$ cat src/rtl/fetch_pkg.sv
// Shared state encoding and constants for the instruction fetch stage.
package fetch_pkg;
  typedef enum logic [2:0] {IDLE, REQ, WAIT, HOLD, FAULT} fetch_state_t;
  localparam logic [31:0] INSTR_NOP       = 32'h0000_0013;
  localparam logic [31:0] PC_STEP_DEFAULT = 32'd4;
endpackage

$ cat src/rtl/instruction_fetch.sv
// Fetch stage: one outstanding imem request, valid/ready toward decode, redirect flush; FETCH_ALIGN_CHECK_EN adds FAULT.
// Min 3 cycles/instr (REQ, WAIT, HOLD); decoder backpressure holds the word in HOLD and stalls further requests.
module instruction_fetch
  import fetch_pkg::*;
#(
  parameter logic [31:0] RESET_PC = 32'h0000_0000,
  parameter logic [31:0] PC_STEP  = PC_STEP_DEFAULT
) (
  input  logic        clk,
  input  logic        reset,
  output logic        imem_req_valid,
  output logic [31:0] imem_req_addr,
  input  logic        imem_req_ready,
  input  logic        imem_rsp_valid,
  input  logic [31:0] imem_rsp_data,
  input  logic        redirect_valid,
  input  logic [31:0] redirect_target,
`ifdef FETCH_ALIGN_CHECK_EN
  output logic        fetch_misaligned,
`endif
  output logic        instr_valid,
  output logic [31:0] instr,
  output logic [31:0] instr_pc,
  input  logic        instr_ready
);

  fetch_state_t r_state;
  logic [31:0]  r_pc;
  logic [31:0]  r_instr;
  logic [31:0]  r_instr_pc;
  logic         r_drop;
  logic         r_fault_pend;

  logic [31:0]  w_tgt;
  logic         w_mis;
  fetch_state_t w_redir_state;

`ifdef FETCH_ALIGN_CHECK_EN
  assign w_tgt            = redirect_target;
  assign w_mis            = |redirect_target[1:0];
  assign fetch_misaligned = (r_state == FAULT);
`else
  assign w_tgt            = redirect_target & 32'hFFFF_FFFC;
  assign w_mis            = 1'b0;
`endif

  // Where a redirect lands when no response is left outstanding.
  assign w_redir_state = w_mis ? FAULT : REQ;

  assign imem_req_valid = (r_state == REQ);
  assign imem_req_addr  = r_pc;
  assign instr_valid    = (r_state == HOLD);
  assign instr          = r_instr;
  assign instr_pc       = r_instr_pc;

  always_ff @(posedge clk or posedge reset) begin
    if (reset) begin
      r_state      <= IDLE;
      r_pc         <= RESET_PC;
      r_drop       <= 1'b0;
      r_fault_pend <= 1'b0;
      r_instr      <= 32'h0;
      r_instr_pc   <= 32'h0;
    end else if (redirect_valid) begin
      r_pc <= w_tgt;
      case (r_state)
        REQ: begin
          if (imem_req_ready) begin
            r_state      <= WAIT;
            r_drop       <= 1'b1;
            r_fault_pend <= w_mis;
          end else begin
            r_state <= w_redir_state;
            if (w_mis) r_instr_pc <= w_tgt;
          end
        end
        WAIT: begin
          if (imem_rsp_valid) begin
            r_drop       <= 1'b0;
            r_fault_pend <= 1'b0;
            r_state      <= w_redir_state;
            if (w_mis) r_instr_pc <= w_tgt;
          end else begin
            r_drop       <= 1'b1;
            r_fault_pend <= w_mis;
          end
        end
        default: begin
          r_state <= w_redir_state;
          if (w_mis) r_instr_pc <= w_tgt;
        end
      endcase
    end else begin
      case (r_state)
        IDLE: r_state <= REQ;
        REQ:  if (imem_req_ready) r_state <= WAIT;
        WAIT: begin
          if (imem_rsp_valid) begin
            if (r_drop) begin
              // Stale word from before a redirect: drop it, then resume or fault.
              r_drop       <= 1'b0;
              r_fault_pend <= 1'b0;
              r_state      <= r_fault_pend ? FAULT : REQ;
              if (r_fault_pend) r_instr_pc <= r_pc;
            end else begin
              r_instr    <= imem_rsp_data;
              r_instr_pc <= r_pc;
              r_pc       <= r_pc + PC_STEP;
              r_state    <= HOLD;
            end
          end
        end
        HOLD:    if (instr_ready) r_state <= REQ;
        default: r_state <= r_state;
      endcase
    end
  end

endmodule

$ cat config.mk
export PLATFORM = sky130hd
export DESIGN_NAME = instruction_fetch
export DESIGN_NICKNAME = d
export VERILOG_FILES = /design/src/rtl/fetch_pkg.sv /design/src/rtl/instruction_fetch.sv
export SDC_FILE = /design/constraint.sdc
export NUM_CORES = 1
export LEC_CHECK = 0
export BUFFER_PORTS_ARGS = -buffer_cell sky130_fd_sc_hd__buf_4
export CAP_MARGIN = 5
export CORE_UTILIZATION = 29
export DETAILED_ROUTE_END_ITERATION = 12
export PLACE_DENSITY = 0.56
export SYNTH_ARGS = -nofsm -noshare
export SYNTH_HDL_FRONTEND = slang
export SYNTH_SLANG_ARGS = --single-unit
$ cat constraint.sdc
create_clock -name clk -period 3.7 [get_ports clk]
set_input_delay 0.37 -clock clk [delete_from_list [all_inputs] [get_ports clk]]
set_output_delay 0.37 -clock clk [all_outputs]
set_load 0.05 [all_outputs]
==> out/metrics.cfg, run 1 <==
[power]
powerDensity_nw_per_um2 = 726
leakagePower_uw = 0.00294
irDropWorstVdd_v = 0.000326
p_int_uw = 2430
clockPowerShare = 0.199
swShare = 0.442
pwr-share-comb = 0.456
p_sw_uw = 1930
seq_power_share = 0.345

[cells_and_area]
final_cells = 717
antennaDiodeCount = 0
seq_area_sq_um = 2380
final_common_cell = buf_4
fin_util = 0.412
final_layout_size_suffix_gt1_frac = 0.467
multi_input_area_sq_um = 1830
area_delta_synth_final_pct = 38.0
n_fill_cell = 1403
final_cell_mix = buf_4, dfrtp_1, mux2_2, nand2_1, or4_1
finalNetCount = 603

[worst_setup_path]
rrSetupSlack_ps = 1060
r2r_end = imem_req_addr[26]
crit_start = r_state[0]
worst-path-buf-inv = 1
crit_slowest_cell = or4_1
path_cells = inv_1 > ha_1 > and4b_1 > nand4_1 > or4_1 > a31oi_1
cp-start-kind = flip-flop
critPathRequiredTime_ps = 3970
arrival_ps = 2910
crit_type = reg2reg
critPathMaxFanout = 13
reg2reg_from = r_state[0]
crit_family = simple AND/OR/NAND/NOR gates
slowest_delay_ps = 650
cp_num_cells = 6
reg2reg_depth = 6
critPathCapture = imem_req_addr[26]
endpoint_kind = flip-flop

[grt]
grt-ovfl-total = 0
antenna_found_initial = 0
track_usage = 0.152
grt_pass1_vias = 3516
grt_pass1_wl_microns = 18300
grt_max_degree = 80

[yosys]
synth_seq_cells = 95
ys_seq_area_frac = 0.546
async_flop_share = 1.00
synthFlopType = dfrtp_1
syn-cell-area_sq_um = 4350
synth_edf_count = 0
synth_cell_types = 36
yosysWarnings = 0
synth_area_per_cell_sq_um = 11.6
syn_inst = 374

[status]
status = finished, final reports clean

[floorplanning]
initial_core_util = 0.298
die_h_microns = 125
dieArea_sq_um = 15500
core_area_sq_um = 14600
die_w_microns = 125
io_pins = 168
rows = 44

[detailed_routing]
totalWireLength_microns = 11300
drcViolationCount = 0
routedWlPerCell_microns = 15.8
first_pass_iters = 4
drt-met1-wl_microns = 4850
vias = 3528
via_per_inst = 4.92
wl_met2_microns = 5490
highest-signal-layer = met4
drt_iter0_drc = 165
route.met3.wl_microns = 870
drtAntennaViolNets = 0

[clock_tree]
clk_root_buffer_cell = clkbuf_16
cts.repair.resized = 0
cts_made_buffers = 9
h-tree-depth = 3
clkSinkCount = 95
worstSkewPairLatency_ps = 350
cts_tree = done
post-cts-setup-buffer-count = 0
hold_buffers = 0
cts_buffer_depth = 2
path_clk_slew_ps = 70

[flow_run]
maxCapViolations = 0

[timing]
hold_violations = 0
maxSlewHeadroom = 0.321
tightestPinTransition_ps = 1020
layout_worst_path_cycle_share = 0.713
setup_tns_ps = 0
slew_viol_final = 0
period_minus_slack_ps = 2640
fin_skew_ps = 8.39
setup_viol = 0
rsz0062_at_grt = false
fmax_ghz = 0.379

[placed_design]
port_buffers = 161
hpwl_microns = 8090
dp_cells = 701
place_congestion = 0.737

[min_path]
hp-class = in2reg

worst min-delay path by stage:
stage	start	end	slack [ps]	depth (start not counted)
global route	redirect_target[3]	imem_req_addr[3]	220	3
detailed placement	instr[17]	instr[17]	500	1
floorplan	redirect_target[11]	imem_req_addr[11]	490	2
finish	redirect_target[5]	imem_req_addr[5]	230	3
CTS	redirect_target[13]	imem_req_addr[13]	210	3
global placement	instr[30]	instr[30]	490	1
power by group through the flow:
stage	Sequential (uW)	Clock, uW	Combinational, uW
4_1_cts	1510	906	2010
5_1_grt	1550	943	2080
6_report	1510	866	1990
3_3_place_gp	1510	0	1990
3_5_place_dp	1530	0	2010
2_1_floorplan	2440	0	455
layout make-up:
class                   count  share of cell area
clock buffers               9              0.0375
clock inverters             7             0.00791
inverters                  15             0.00979
repair buffers            163               0.206
well taps                 184              0.0383
flip-flops and latches     95               0.396
multi-input cells         244               0.305
synthesized netlist by cell type (4+ instances only):
cell | number | area, sq um
nand4_1 | 7 | 43.8
or4_1 | 19 | 143
mux2_2 | 63 | 709
o21ai_0 | 18 | 90.1
ha_1 | 5 | 62.6
xor2_1 | 4 | 35.0
buf_4 | 4 | 30.0
inv_1 | 14 | 52.6
nand2_1 | 22 | 82.6
nand3_1 | 15 | 75.1
dfrtp_1 | 95 | 2380
or3_1 | 4 | 25.0
nor2_1 | 19 | 71.3
xnor2_1 | 5 | 43.8
a31oi_1 | 16 | 100
clkbuf_1 | 15 | 56.3
o31ai_1 | 14 | 105
buf_2 | 4 | 20.0
state kept, by name (all words and copies together) (netlist names):
register	count
instr	32
r_state	2
r_drop	1
instr_pc	30
imem_req_addr	30
cell families (layout without fill, tap and decap cells):
kind of cell,after synthesis,after routing,synth area share
flip-flops,95,95,0.546
other,1,4,0.000861
AND/OR/NAND/NOR,105,105,0.135
adder cells (fa/ha/maj),5,5,0.0144
buffers and inverters,38,194,0.0374
AO/OA/AOI/OAI,56,56,0.0808
XOR/XNOR,9,9,0.0181
multiplexers,65,65,0.168
through the flow:
step	area, sq um	hold WS, ps	total power, uW	setup WS (ps)
after floorplan	4370	490	2890	853
after global placement	5740	491	3500	1150
after detailed placement	5740	496	3540	1050
after CTS	6010	212	4430	1030
after global routing	6010	215	4570	888
final	6010	226	4360	1060
per-layer routing:
layer  vias up  GRT usage
met3         8     0.0666
met5         -          0
met2       110      0.248
met4         0     0.0404
met1      1746      0.180
li1       1664          -
worst min-delay path: stages:
cell,delay [ps]
buf_4,70
nand2_1,40
o21ai_0,50
(Power assumes the default switching activity.)
==> run 2, diff against run 1 <==
- ABC_AREA: default -> 1
- PLACE_DENSITY: 0.56 -> 0.57
- clock period: 3.7 -> 2.2 ns (I/O delays scaled with it)
==> run 2 against run 1 <==
  * Routed wire length is 22% higher
  * Highest routed layer unchanged
  * Non-clock buffer count is 10 higher
  * Critical path depth is 2 higher
  * Hold slack worse by 160 ps
  * Critical path type unchanged
  * Critical endpoint is now imem_req_addr[20]
  * Die area is 8.5% higher
==> out/metrics.cfg, run 2 <==
[yosys]
synth_commonest_cells = nand2_1, dfrtp_1, nor2_1, inv_1, o21ai_0
yosysMostFrequentCell = nand2_1
yosysWarnings = 0
async_flop_share = 1.00
yosys.area.top_type = dfrtp_1
ys_seq_area_frac = 0.503
synth_cell_types = 34
synth.area.top_cells = dfrtp_1, nand2_1, nor2_1, o21ai_0, inv_1
syn-cell-area_sq_um = 4730
synthFlopType = dfrtp_1
synth_seq_cells = 95
synth_edf_count = 0
syn_inst = 616
synth_area_per_cell_sq_um = 7.68
synthDominantCellAreaShare = 0.503

[flow_run]
maxCapViolations = 0

[cells_and_area]
largest_register_ff_count = 32
finalNetCount = 853
antennaDiodeCount = 0
n_fill_cell = 1700
final_cell_mix = nand2_1, buf_4, dfrtp_1, nor2_1, inv_1
area_delta_synth_final_pct = 38.1
final_layout_size_suffix_gt1_frac = 0.272
seq_area_sq_um = 2380
multi_input_area_sq_um = 2030
final_common_cell = nand2_1
fin_util = 0.411

[grt]
busiest_layer = met2
track_usage = 0.169
grt-ovfl-total = 0
grt_max_degree = 67
gr-usage-met3 = 0.0295
grt_pass1_vias = 4104
grtUsageMet1 = 0.222
antenna_found_initial = 0
global_route.usage.met2 = 0.279
grt_pass1_wl_microns = 21400

[timing]
whs_ps = 67.6
rsz0062_at_grt = false
setup_tns_ps = 0
setup_viol = 0
tightestPinTransition_ps = 672
maxSlewHeadroom = 0.551
fmax_ghz = 0.537
period_minus_slack_ps = 1860
fin_skew_ps = 7.83
hold_violations = 0
layout_worst_path_cycle_share = 0.847
slew_viol_final = 0

[clock_tree]
cts_made_buffers = 9
cts_tree = done
path_clk_slew_ps = 70
worstSkewPairLatency_ps = 350
post-cts-setup-buffer-count = 0
cts_buffer_depth = 2
clk_root_buffer_cell = clkbuf_16
clkSinkCount = 95
h-tree-depth = 3

[floorplanning]
dieArea_sq_um = 16800
core_area_sq_um = 15900
rows = 46
die_h_microns = 130
initial_core_util = 0.298
io_pins = 168
die_w_microns = 130

[placed_design]
place_congestion = 0.801
hpwl_microns = 10100
port_buffers = 161

[min_path]
whs_path_depth = 3
hp-class = in2reg

[detailed_routing]
via_per_inst = 4.34
totalWireLength_microns = 13700
first_pass_iters = 4
routedWlPerCell_microns = 13.7
drt_iter0_drc = 174
drtAntennaViolNets = 0
vias = 4340
drcViolationCount = 0

[worst_setup_path]
worst-path-buf-inv = 2
slowest_delay_ps = 410
critPathRequiredTime_ps = 2460
critPathMaxFanout = 17
cp_num_cells = 8
crit_slowest_cell = dfrtp_1
crit_type = reg2reg
cp-start-kind = flip-flop
crit_family = simple AND/OR/NAND/NOR gates
endpoint_kind = flip-flop
crit_top_cell = nand2_1
arrival_ps = 2130
path_cells = inv_1 > ha_1 > nand2_1 > nor2_4 > nand2_2 > inv_2 > nand2_1 > o211ai_1
reg2reg_depth = 8

[power]
power_uw = 7420
leakagePower_uw = 0.00344
powerDensity_nw_per_um2 = 1130
irDropWorstVdd_v = 0.000458

[status]
status = finished, final reports clean

## run 2: path summary, 6_finish.rpt
check,startpoint,to,slack [ps]
min in group asynchronous,reset,instr[19],530
worst min-delay path,imem_rsp_data[0],instr[0],70
worst max register to register,r_state[0],imem_req_addr[20],340
worst max-delay path,r_state[0],imem_req_addr[20],340
max in group asynchronous,reset,instr[9],950
worst min register to register,instr[7],instr[7],480
## run 2: routing by layer
layer / wire length (microns) / part of all wire
met5: 0 / 0
met4: 165 / 0.012
met3: 597 / 0.043
met2: 6500 / 0.47
met1: 6470 / 0.47
## run 2: cell families after synthesis
logic type | Yosys count | share of synthesized area
and+or+nand+nor | 374 | 0.332
xor gates and xnor gates | 5 | 0.00926
DFF | 95 | 0.503
buffers and inverters | 75 | 0.0701
other | 1 | 0.000793
adders and majority gates | 5 | 0.0132
AOI/OAI and AO/OA | 61 | 0.0722
## run 2: final cells by class
type | count | share of cell area
Timing Repair Buffer | 173 | 0.207
Multi-Input combinational cell | 449 | 0.311
Clock inverter | 2 | 0.00574
Inverter | 50 | 0.0293
Tap cell | 216 | 0.0414
Clock buffer | 14 | 0.0419
Sequential cell | 95 | 0.364
## run 2: per-stage QoR
stage	std cells	cell area (sq um)	setup WS, ps
2_1_floorplan	619	4750	379
3_3_place_gp	982	6210	364
3_5_place_dp	982	6210	338
4_1_cts	999	6540	311
5_1_grt	999	6540	169
6_report	999	6540	337
## run 2: worst reg2reg max path, stage by stage, from the launching register on
cell,delay (ps)
dfrtp_1,410
inv_1,80
ha_1,190
nand2_1,110
nor2_4,160
nand2_2,110
inv_2,350
nand2_1,160
o211ai_1,210
## run 2: what timing repair did
action	4_1_cts	5_1_grt
hold buffers	1	0
setup endpoints to repair	0	0
gates resized for setup	0	0
endpoints found under the hold margin	26	0
## run 2: report_power, final
part | internal [uW] | leakage [uW] | switching, uW
sequential | 2190 | 0.00123 | 323
combinational | 953 | 0.00206 | 2320
clock | 976 | 0.000149 | 659
==> run 3, diff against run 2 <==
- clock period: 2.2 -> 1.6 ns (I/O delays scaled with it)
==> run 3 against run 2 <==
  * Routed wire length rose by 7.4%
  * Combinational power grew 50%
  * Sequential power up 37%
  * Register-to-register slack worse by 270 ps
  * Clock-buffer cell count fell by 1
  * Clock power grew 21%
  * Critical endpoint is now imem_req_valid
  * Largest cell class unchanged
==> out/metrics.cfg, run 3 (synthesis gave the netlist of run 2 again) <==
[status]
status = finished, final reports clean

[clock_tree]
cts_buffer_depth = 2
cts_made_buffers = 9
path_clk_slew_ps = 60
clk_root_buffer_cell = clkbuf_16
clkSinkCount = 95
h-tree-depth = 3
worstSkewPairLatency_ps = 360
cts_tree = done

[worst_setup_path]
arrival_ps = 1370
crit_type = reg2out
critPathMaxFanout = 3
critPathRequiredTime_ps = 1440
cp-start-kind = flip-flop
endpoint_kind = output port

[placed_design]
place_congestion = 0.805
port_buffers = 161
dpl_worst_slack_ps = -79.9
hpwl_microns = 10400

[cells_and_area]
finalNetCount = 911
n_fill_cell = 1622
antennaDiodeCount = 0
area_delta_synth_final_pct = 50.7
final_common_cell = nand2_1
final_layout_size_suffix_gt1_frac = 0.316
largest_register_ff_count = 32
final_cell_mix = nand2_1, buf_4, dfrtp_1, nor2_1, inv_1
fin_util = 0.449

[detailed_routing]
totalWireLength_microns = 14700
drtAntennaViolNets = 0
drcViolationCount = 0
via_per_inst = 4.37
drt_iter0_drc = 217
first_pass_iters = 4
routedWlPerCell_microns = 13.9
vias = 4623

[floorplanning]
core_area_sq_um = 15900
die_w_microns = 130
io_pins = 168
rows = 46
die_h_microns = 130
dieArea_sq_um = 16800
initial_core_util = 0.298

[grt]
grt_max_degree = 96
antenna_found_initial = 0
grt-ovfl-total = 0
track_usage = 0.183
grt_pass1_vias = 4532
grt_pass1_wl_microns = 23200

[timing]
layout_worst_path_cycle_share = 0.957
slew_viol_final = 0
tightestPinTransition_ps = 541
setup_viol = 0
period_minus_slack_ps = 1530
fin_skew_ps = 8.76
setup_tns_ps = 0
whs_ps = 14.1
hold_violations = 0
maxSlewHeadroom = 0.640
fmax_ghz = 0.653
rsz0062_at_grt = true
worst_slack_ps = 69.2

[power]
irDropWorstVdd_v = 0.000572
leakagePower_uw = 0.00368
powerDensity_nw_per_um2 = 1450

[min_path]
hp-class = in2reg

[flow_run]
maxCapViolations = 0

## run 3: cell types whose count changed in the layout (fill, tap and decap cells not counted), moves of 4 or more
| cell | previous run | this run |
|---|---|---|
| dlygate4sd3_1 | 1 | 32 |
| buf_6 | 0 | 5 |
| nor2_1 | 75 | 67 |
| dfrtp_1 | 95 | 88 |
| inv_2 | 3 | 8 |
| dfrtp_2 | 0 | 7 |
| nor2_2 | 6 | 13 |
| ha_1 | 5 | 1 |
| buf_4 | 168 | 189 |
| inv_1 | 46 | 40 |
## run 3: per-stage QoR
stage / instance area [sq um] / total power [uW] / cells
2_1_floorplan: 4770 / 6560 / 619
3_3_place_gp: 6410 / 8110 / 1004
3_5_place_dp: 6410 / 8160 / 1004
4_1_cts: 7040 / 10300 / 1054
5_1_grt: 7130 / 10900 / 1057
6_report: 7130 / 10300 / 1057
## run 3: power breakdown
group	switching, uW	leakage, uW	internal (uW)
combinational	3330	0.00234	1570
clock	922	0.000120	1050
sequential	429	0.00122	3010
total	4680	0.00368	5640
## run 3: path summary, 6_finish.rpt
path                       slack (ps)              start  cells after the start           endpoint
setup / recovery                   70         r_state[0]                      4     imem_req_valid
hold / removal                     10  imem_rsp_data[22]                      3          instr[22]
setup reg to reg                   70         r_state[0]                     11   imem_req_addr[8]
hold reg to reg                   480          instr[14]                      2          instr[14]
max in group asynchronous         640              reset                      4  imem_req_addr[11]
min in group asynchronous         520              reset                      4          instr[11]
## run 3: repair_timing
item                                    CTS  global route
endpoints found under the setup margin   65            73
resized for setup                        13            20
setup buffers                             2             3
pin swaps                                 4             5
hold buffers                             32             0
hold endpoints to repair                126             0
## run 3: layout make-up
| type | instances | area [sq um] | area share |
|---|---|---|---|
| Timing Repair Buffer | 231 | 1900 | 0.266 |
| Clock buffer | 13 | 240 | 0.0337 |
| Multi-Input combinational cell | 449 | 2120 | 0.298 |
| Clock inverter | 3 | 20.0 | 0.00281 |
| Tap cell | 216 | 270 | 0.0379 |
| Sequential cell | 95 | 2390 | 0.335 |
| Inverter | 50 | 194 | 0.0272 |
## run 3: worst max-delay path, stage by stage (launching register included)
cell and delay, ps:
dfrtp_1 390, buf_4 140, buf_4 140, ha_4 160
buf_4 180
## run 3: metal layers
layer,wire length [microns],global-route usage,up-vias
met2,6910,0.296,127
met3,853,0.0431,16
met1,6710,0.238,2108
met5,0,0,-
met4,267,0.0670,0
li1,-,-,2372
